File: src/rtl/conv_pkg.sv
// Shared state encoding and sizing helpers for the 1-D convolution engine.
package conv_pkg;
  typedef enum logic [2:0] {IDLE, SETUP, MAC, DRAIN, WRITE, DONE} state_t;

  function automatic int clog2(input int v);
    int r;
    r = 0;
    for (int i = 0; i < 31; i++)
      if ((1 << i) < v) r = i + 1;
    return r;
  endfunction

  function automatic int acc_width(input int data_w, input int coef_w, input int tap_w);
    return data_w + coef_w + tap_w + 1;
  endfunction
endpackage

File: src/rtl/conv_mac.sv
// Tap operand register, sign/zero-extending multiply, clearable accumulator and
// output conversion; CONV1D_SAT_EN selects clamping instead of truncation.
module conv_mac
  import conv_pkg::*;
#(
  parameter int DATA_W = 8,
  parameter int COEF_W = 8,
  parameter int OUT_W  = 16,
  parameter int ACC_W  = 21
) (
  input  logic              clk,
  input  logic              rst,
  input  logic              clr,
  input  logic              en,
  input  logic              sgn,
  input  logic [DATA_W-1:0] y,
  input  logic [COEF_W-1:0] h,
  output logic [OUT_W-1:0]  z
`ifdef CONV1D_SAT_EN
  ,
  output logic              clamp
`endif
);
  localparam int PW = DATA_W + COEF_W + 2;

  logic [COEF_W-1:0]       h_q;
  logic signed [DATA_W:0]  ys;
  logic signed [COEF_W:0]  hs;
  logic signed [PW-1:0]    prod;
  logic signed [ACC_W-1:0] acc;

  // One extra bit lets a single signed multiplier serve both modes.
  assign ys   = {sgn & y[DATA_W-1], y};
  assign hs   = {sgn & h_q[COEF_W-1], h_q};
  assign prod = PW'(ys) * PW'(hs);

  // h_q lines the tap up with the one-cycle memory read latency.
  always_ff @(posedge clk or posedge rst) begin
    if (rst) begin
      h_q <= '0;
      acc <= '0;
    end else begin
      h_q <= h;
      if (clr)     acc <= '0;
      else if (en) acc <= acc + ACC_W'(prod);
    end
  end

`ifdef CONV1D_SAT_EN
  localparam logic signed [ACC_W-1:0] SMAX = ACC_W'((64'sd1 <<< (OUT_W - 1)) - 64'sd1);
  localparam logic signed [ACC_W-1:0] SMIN = ~SMAX;
  localparam logic signed [ACC_W-1:0] UMAX = ACC_W'((64'sd1 <<< OUT_W) - 64'sd1);

  always_comb begin
    z     = acc[OUT_W-1:0];
    clamp = 1'b0;
    if (sgn) begin
      if (acc > SMAX) begin
        z     = {1'b0, {(OUT_W-1){1'b1}}};
        clamp = 1'b1;
      end else if (acc < SMIN) begin
        z     = {1'b1, {(OUT_W-1){1'b0}}};
        clamp = 1'b1;
      end
    end else if (acc > UMAX) begin
      z     = '1;
      clamp = 1'b1;
    end
  end
`else
  logic unused_acc_hi;
  assign unused_acc_hi = ^acc[ACC_W-1:OUT_W];
  assign z = acc[OUT_W-1:0];
`endif
endmodule

File: src/rtl/conv1d_engine.sv
// Full linear convolution z = y * h over AIP memories with run-time taps.
// Optional CONV1D_SAT_EN adds output clamping and the sticky sat_o flag.
module conv1d_engine
  import conv_pkg::*;
#(
  parameter  int DATA_W   = 8,
  parameter  int COEF_W   = 8,
  parameter  int OUT_W    = 16,
  parameter  int ADDR_W   = 5,
  parameter  int MAX_TAPS = 16,
  localparam int TAP_W    = clog2(MAX_TAPS)
) (
  input  logic              clk,
  input  logic              rst,
  input  logic              start_i,
  input  logic [ADDR_W:0]   size_y_i,
  input  logic [TAP_W:0]    size_h_i,
  input  logic              signed_i,
  input  logic              coef_we_i,
  input  logic [TAP_W-1:0]  coef_addr_i,
  input  logic [COEF_W-1:0] coef_data_i,
  output logic [ADDR_W-1:0] mem_y_addr_o,
  input  logic [DATA_W-1:0] data_y_i,
  output logic [ADDR_W:0]   mem_z_addr_o,
  output logic [OUT_W-1:0]  data_z_o,
  output logic              write_o,
  output logic              busy_o,
  output logic              done_o,
  output logic              err_o
`ifdef CONV1D_SAT_EN
  ,
  output logic              sat_o
`endif
);
  localparam int ACC_W = acc_width(DATA_W, COEF_W, TAP_W);
  localparam int CW    = ADDR_W + 3;

  state_t state, nxt;
  logic [ADDR_W:0]                 ny;
  logic [TAP_W:0]                  nh;
  logic                            sgn;
  logic [ADDR_W:0]                 n;
  logic [ADDR_W-1:0]               k;
  logic [TAP_W-1:0]                t;
  logic [MAX_TAPS-1:0][COEF_W-1:0] taps;
  logic                            vld_q;
  logic [CW-1:0] n_w, k_w, ny_w, nh_w, k_hi, k_lo_nx, t_nx;
  logic cfg_err, last, clr;

  assign n_w  = CW'(n);
  assign k_w  = CW'(k);
  assign ny_w = CW'(ny);
  assign nh_w = CW'(nh);

  assign cfg_err = (ny == '0) || (nh == '0) || (nh_w > CW'(MAX_TAPS));
  assign last    = (n_w == ny_w + nh_w - CW'(2));
  assign k_hi    = (n_w < ny_w) ? n_w : ny_w - CW'(1);
  // Start of the k window for n+1; t tracks the matching tap index n-k.
  assign k_lo_nx = (n_w + CW'(2) > nh_w) ? n_w + CW'(2) - nh_w : '0;
  assign t_nx    = (n_w + CW'(2) > nh_w) ? nh_w - CW'(1) : n_w + CW'(1);
  assign clr     = (nxt == MAC) && (state != MAC);

  always_ff @(posedge clk or posedge rst) begin
    if (rst) state <= IDLE;
    else     state <= nxt;
  end

  always_comb begin
    nxt = state;
    case (state)
      IDLE:    if (start_i) nxt = SETUP;
      SETUP:   nxt = cfg_err ? DONE : MAC;
      MAC:     if (k_w == k_hi) nxt = DRAIN;
      DRAIN:   nxt = WRITE;
      WRITE:   nxt = last ? DONE : MAC;
      DONE:    nxt = IDLE;
      default: nxt = IDLE;
    endcase
  end

  always_ff @(posedge clk or posedge rst) begin
    if (rst) begin
      ny     <= '0;
      nh     <= '0;
      sgn    <= 1'b0;
      n      <= '0;
      k      <= '0;
      t      <= '0;
      taps   <= '0;
      vld_q  <= 1'b0;
      busy_o <= 1'b0;
      done_o <= 1'b0;
      err_o  <= 1'b0;
    end else begin
      vld_q  <= (state == MAC);
      done_o <= 1'b0;
      case (state)
        IDLE: begin
          if (coef_we_i) taps[coef_addr_i] <= coef_data_i;
          if (start_i) begin
            ny     <= size_y_i;
            nh     <= size_h_i;
            sgn    <= signed_i;
            busy_o <= 1'b1;
            err_o  <= 1'b0;
          end
        end
        SETUP: begin
          n     <= '0;
          k     <= '0;
          t     <= '0;
          err_o <= cfg_err;
        end
        MAC: if (k_w != k_hi) begin
          k <= k + ADDR_W'(1);
          t <= t - TAP_W'(1);
        end
        WRITE: begin
          n <= n + (ADDR_W+1)'(1);
          k <= ADDR_W'(k_lo_nx);
          t <= TAP_W'(t_nx);
        end
        DONE: begin
          done_o <= 1'b1;
          busy_o <= 1'b0;
        end
        default: ;
      endcase
    end
  end

  assign mem_y_addr_o = k;
  assign mem_z_addr_o = n;
  assign write_o      = (state == WRITE);

`ifdef CONV1D_SAT_EN
  logic clamp;

  always_ff @(posedge clk or posedge rst) begin
    if (rst)                          sat_o <= 1'b0;
    else if (state == IDLE && start_i) sat_o <= 1'b0;
    else if (write_o && clamp)         sat_o <= 1'b1;
  end
`endif

  conv_mac #(
    .DATA_W(DATA_W),
    .COEF_W(COEF_W),
    .OUT_W (OUT_W),
    .ACC_W (ACC_W)
  ) u_mac (
    .clk  (clk),
    .rst  (rst),
    .clr  (clr),
    .en   (vld_q),
    .sgn  (sgn),
    .y    (data_y_i),
    .h    (taps[t]),
    .z    (data_z_o)
`ifdef CONV1D_SAT_EN
    ,
    .clamp(clamp)
`endif
  );
endmodule
File: config.mk
export PLATFORM = sky130hd
export DESIGN_NAME = conv1d_engine
export DESIGN_NICKNAME = d
export VERILOG_FILES = /design/src/rtl/conv_pkg.sv /design/src/rtl/conv_mac.sv /design/src/rtl/conv1d_engine.sv
export SDC_FILE = /design/constraint.sdc
export NUM_CORES = 1
export LEC_CHECK = 0
export ABC_AREA = 1
export CORE_MARGIN = 2
export CORE_UTILIZATION = 45
export CTS_CLUSTER_SIZE = 12
export DETAILED_ROUTE_END_ITERATION = 7
export PLACE_DENSITY = 0.7
export SLEW_MARGIN = 20
export SYNTH_ARGS = -nofsm -noshare
export SYNTH_HDL_FRONTEND = slang
export SYNTH_SLANG_ARGS = --single-unit
File: constraint.sdc
create_clock -name clk -period 6.9 [get_ports clk]
set_clock_uncertainty 0.1 [all_clocks]
set_input_delay 1.38 -clock clk [delete_from_list [all_inputs] [get_ports clk]]
set_output_delay 1.38 -clock clk [all_outputs]
set_load 0.01 [all_outputs]
==> metrics.txt <==
Vias/cell 5.27; Slew @ Worst Pin 1050 ps; Setup Fix Bufs, Post-CTS 0; DRC Markers 0; status finished, final reports clean; final-report setup violation count 0; # IOs 67; FILL cells 2751; die height 176 um; largest family of logic cells by synthesized area simple AND/OR/NAND/NOR gates; Tcrit/Tclk final 90.4%; Ys Warns 0; Setup Total Neg Slack 0 ps; post-synth top area cell dfrtp_1; TritonCTS Buffers 17; Mapped Cells 1670; #FFs+latches synth 186; gr usage total 22.3%; synth cell count leaders nand2_1, inv_1, dfrtp_1, o21ai_0, nor2_1; classification of the worst setup path input pin to register; EDFF count, synth 0; total clock sinks 186; Layout Nets 1868; Primary FF master, synth dfrtp_1; core footprint 0.0289 sq mm; sequential-to-total area share from yosys stat 35.0%; Detailed Route WL 32.9 mm; Max transition margin 29.4%; Netlist cell types 41; area occupied by multi-input gates 0.00723 sq mm; Syn Nets 1854; initial antenna violation count 0; post-route minimum period 6240 ps; asr flop ratio synth 100%; port bufs 66; clock latency on the worst-skew pair 450 ps; TritonCTS clock tree built; Die Wd 176 um; FP Rows 62; Max-Cap Viols 0; RSZ-0062 raised after global routing no; WL/cell 15.8 um; Area growth syn-to-layout 10.9%; syn_area_per_cell 7.97 sq um; root buffer cell clkbuf_16; Routed Antenna Nets 0; Final Hold Viols 0; CTS resizes 0; Synth area leaders dfrtp_1, fa_1, nand2_1, inv_1, ha_1; Post-Synth XOR/XNOR Area 2.04%; initial drt markers 774; Hold Path Class register to register; pin count of the biggest net entering global routing 81; gpl congestion 0.912; GRT overflow 0; CTS H-tree depth 4; hold buffer count at CTS 0; Synth top area share 35.0%; total die area 0.0310 sq mm; Compound-Gate Fraction of Synth Area 12.6%; Simple-Gate Fraction of Synth Area 21.4%; first-pass iteration count of the detailed router 5; Crit. End Element register; final-report max-slew violation count 0; detailed-route via count 11000; crit-path max FO 5; # diodes 0; multiplexer area fraction after synthesis 0%; clock tree buffer depth 2; first-pass GRT wire length 55.1 mm; cell area after synthesis 0.0133 sq mm; post-synthesis adder-cell area fraction 18.2%; vias in the first global route 10800; estimated wirelength of the detail-placed design 23.7 mm; layout cells sized above 1 5.36%; type of origin of the critical path input pin; Clock transition at path regs 90 ps; WP data required 7180 ps; most frequent cell after synthesis nand2_1; register area 0.00466 sq mm; Starting Density 46.0%; achievable clock frequency 0.160 GHz; WP data arrival 6520 ps
[through the flow]
stage               cells  worst slack (ps)  hold WS (ps)  util [%]  instance area, sq um
floorplan            1670               363           348         -                 13300
global placement     2049               313           362      48.8                 14100
detailed placement   2049               239           368      48.8                 14100
CTS                  2081               694           389      51.1                 14800
global route         2081               330           409      51.1                 14800
finish               2081               663           385      51.1                 14800
[cell usage in the layout, fill, tap and decap left out, types with 2 or more instances in the layout]
cell / count
a21o_1: 2
a21oi_1: 104
a21oi_2: 2
buf_4: 7
clkbuf_16: 17
clkdlybuf4s50_1: 66
clkinv_1: 2
clkinv_8: 4
dfrtp_1: 185
fa_1: 76
ha_1: 72
inv_1: 263
inv_12: 7
inv_2: 9
inv_6: 2
inv_8: 2
nand2_1: 349
nand2_2: 5
nand2_4: 4
nand3_1: 107
nand3b_1: 2
nand4_1: 8
nor2_1: 129
nor2_2: 5
nor2_4: 3
nor3_1: 4
nor3_4: 6
nor4_4: 6
o211ai_1: 9
o21ai_0: 165
o21ai_1: 9
o21bai_1: 2
o221ai_1: 6
o22ai_1: 13
o31ai_1: 2
or2_2: 4
xnor2_1: 16
xor2_1: 15
[layer usage]
metal	global-route usage, %	vias to the layer above	share of wire [%]
li1	-	5305	-
met1	29.5	5329	44
met2	38.7	292	50
met3	2.24	50	4.3
met4	7.02	0	2.2
met5	0	-	0
[cells by family (layout without fill, tap and decap cells)]
| group | after synthesis | in the layout |
|---|---|---|
| and+or+nand+nor | 635 | 635 |
| xor gates and xnor gates | 31 | 31 |
| AOI/OAI and AO/OA | 316 | 316 |
| adders and majority gates | 148 | 148 |
| buffers and inverters | 354 | 381 |
| DFF | 186 | 186 |
[worst max-delay path, stage by stage]
cell	delay [ps]
clkdlybuf4s50_1	520
nand2_1	120
inv_1	140
nand2_1	100
inv_1	140
fa_1	560
fa_1	600
fa_1	440
fa_1	550
inv_1	60
fa_1	530
inv_1	40
ha_1	340
nand2_1	90
nor2_1	170
nand3_1	110
nand3b_1	160
nand2_1	70
nand2_1	70
xor2_1	150
nand3_1	90
nand2_1	90
[final timing paths]
kind,from,end,slack [ps],cells after the start
setup / recovery,data_y_i[7],u_mac.acc[13],660,22
hold / removal,taps[76],taps[76],390,2
setup reg to reg,u_mac.h_q[7],u_mac.acc[12],1230,19
hold reg to reg,taps[76],taps[76],390,2
max in group asynchronous,rst,taps[123],4200,3
min in group asynchronous,rst,done_o,1310,2
[layout make-up]
cell class	instances	area share (%)
Clock buffer	17	2.88
Clock inverter	15	1.54
Inverter	276	7.07
Multi-Input combinational cell	1130	48.9
Sequential cell	186	31.5
Tap cell	384	3.25
Timing Repair Buffer	73	4.83
[flip-flops by register name, summed over array words and instances, names as in the netlist]
register	count
taps	128
u_mac.acc	16
u_mac.h_q	8
mem_z_addr_o	6
ny	6
mem_y_addr_o	5
nh	5
t	4
state	3
busy_o	1
done_o	1
err_o	1
sgn	1
vld_q	1
Power is left out: the tool's default activity adds up to more than one toggle a clock period on the data nets, which glitch-free logic cannot reach.
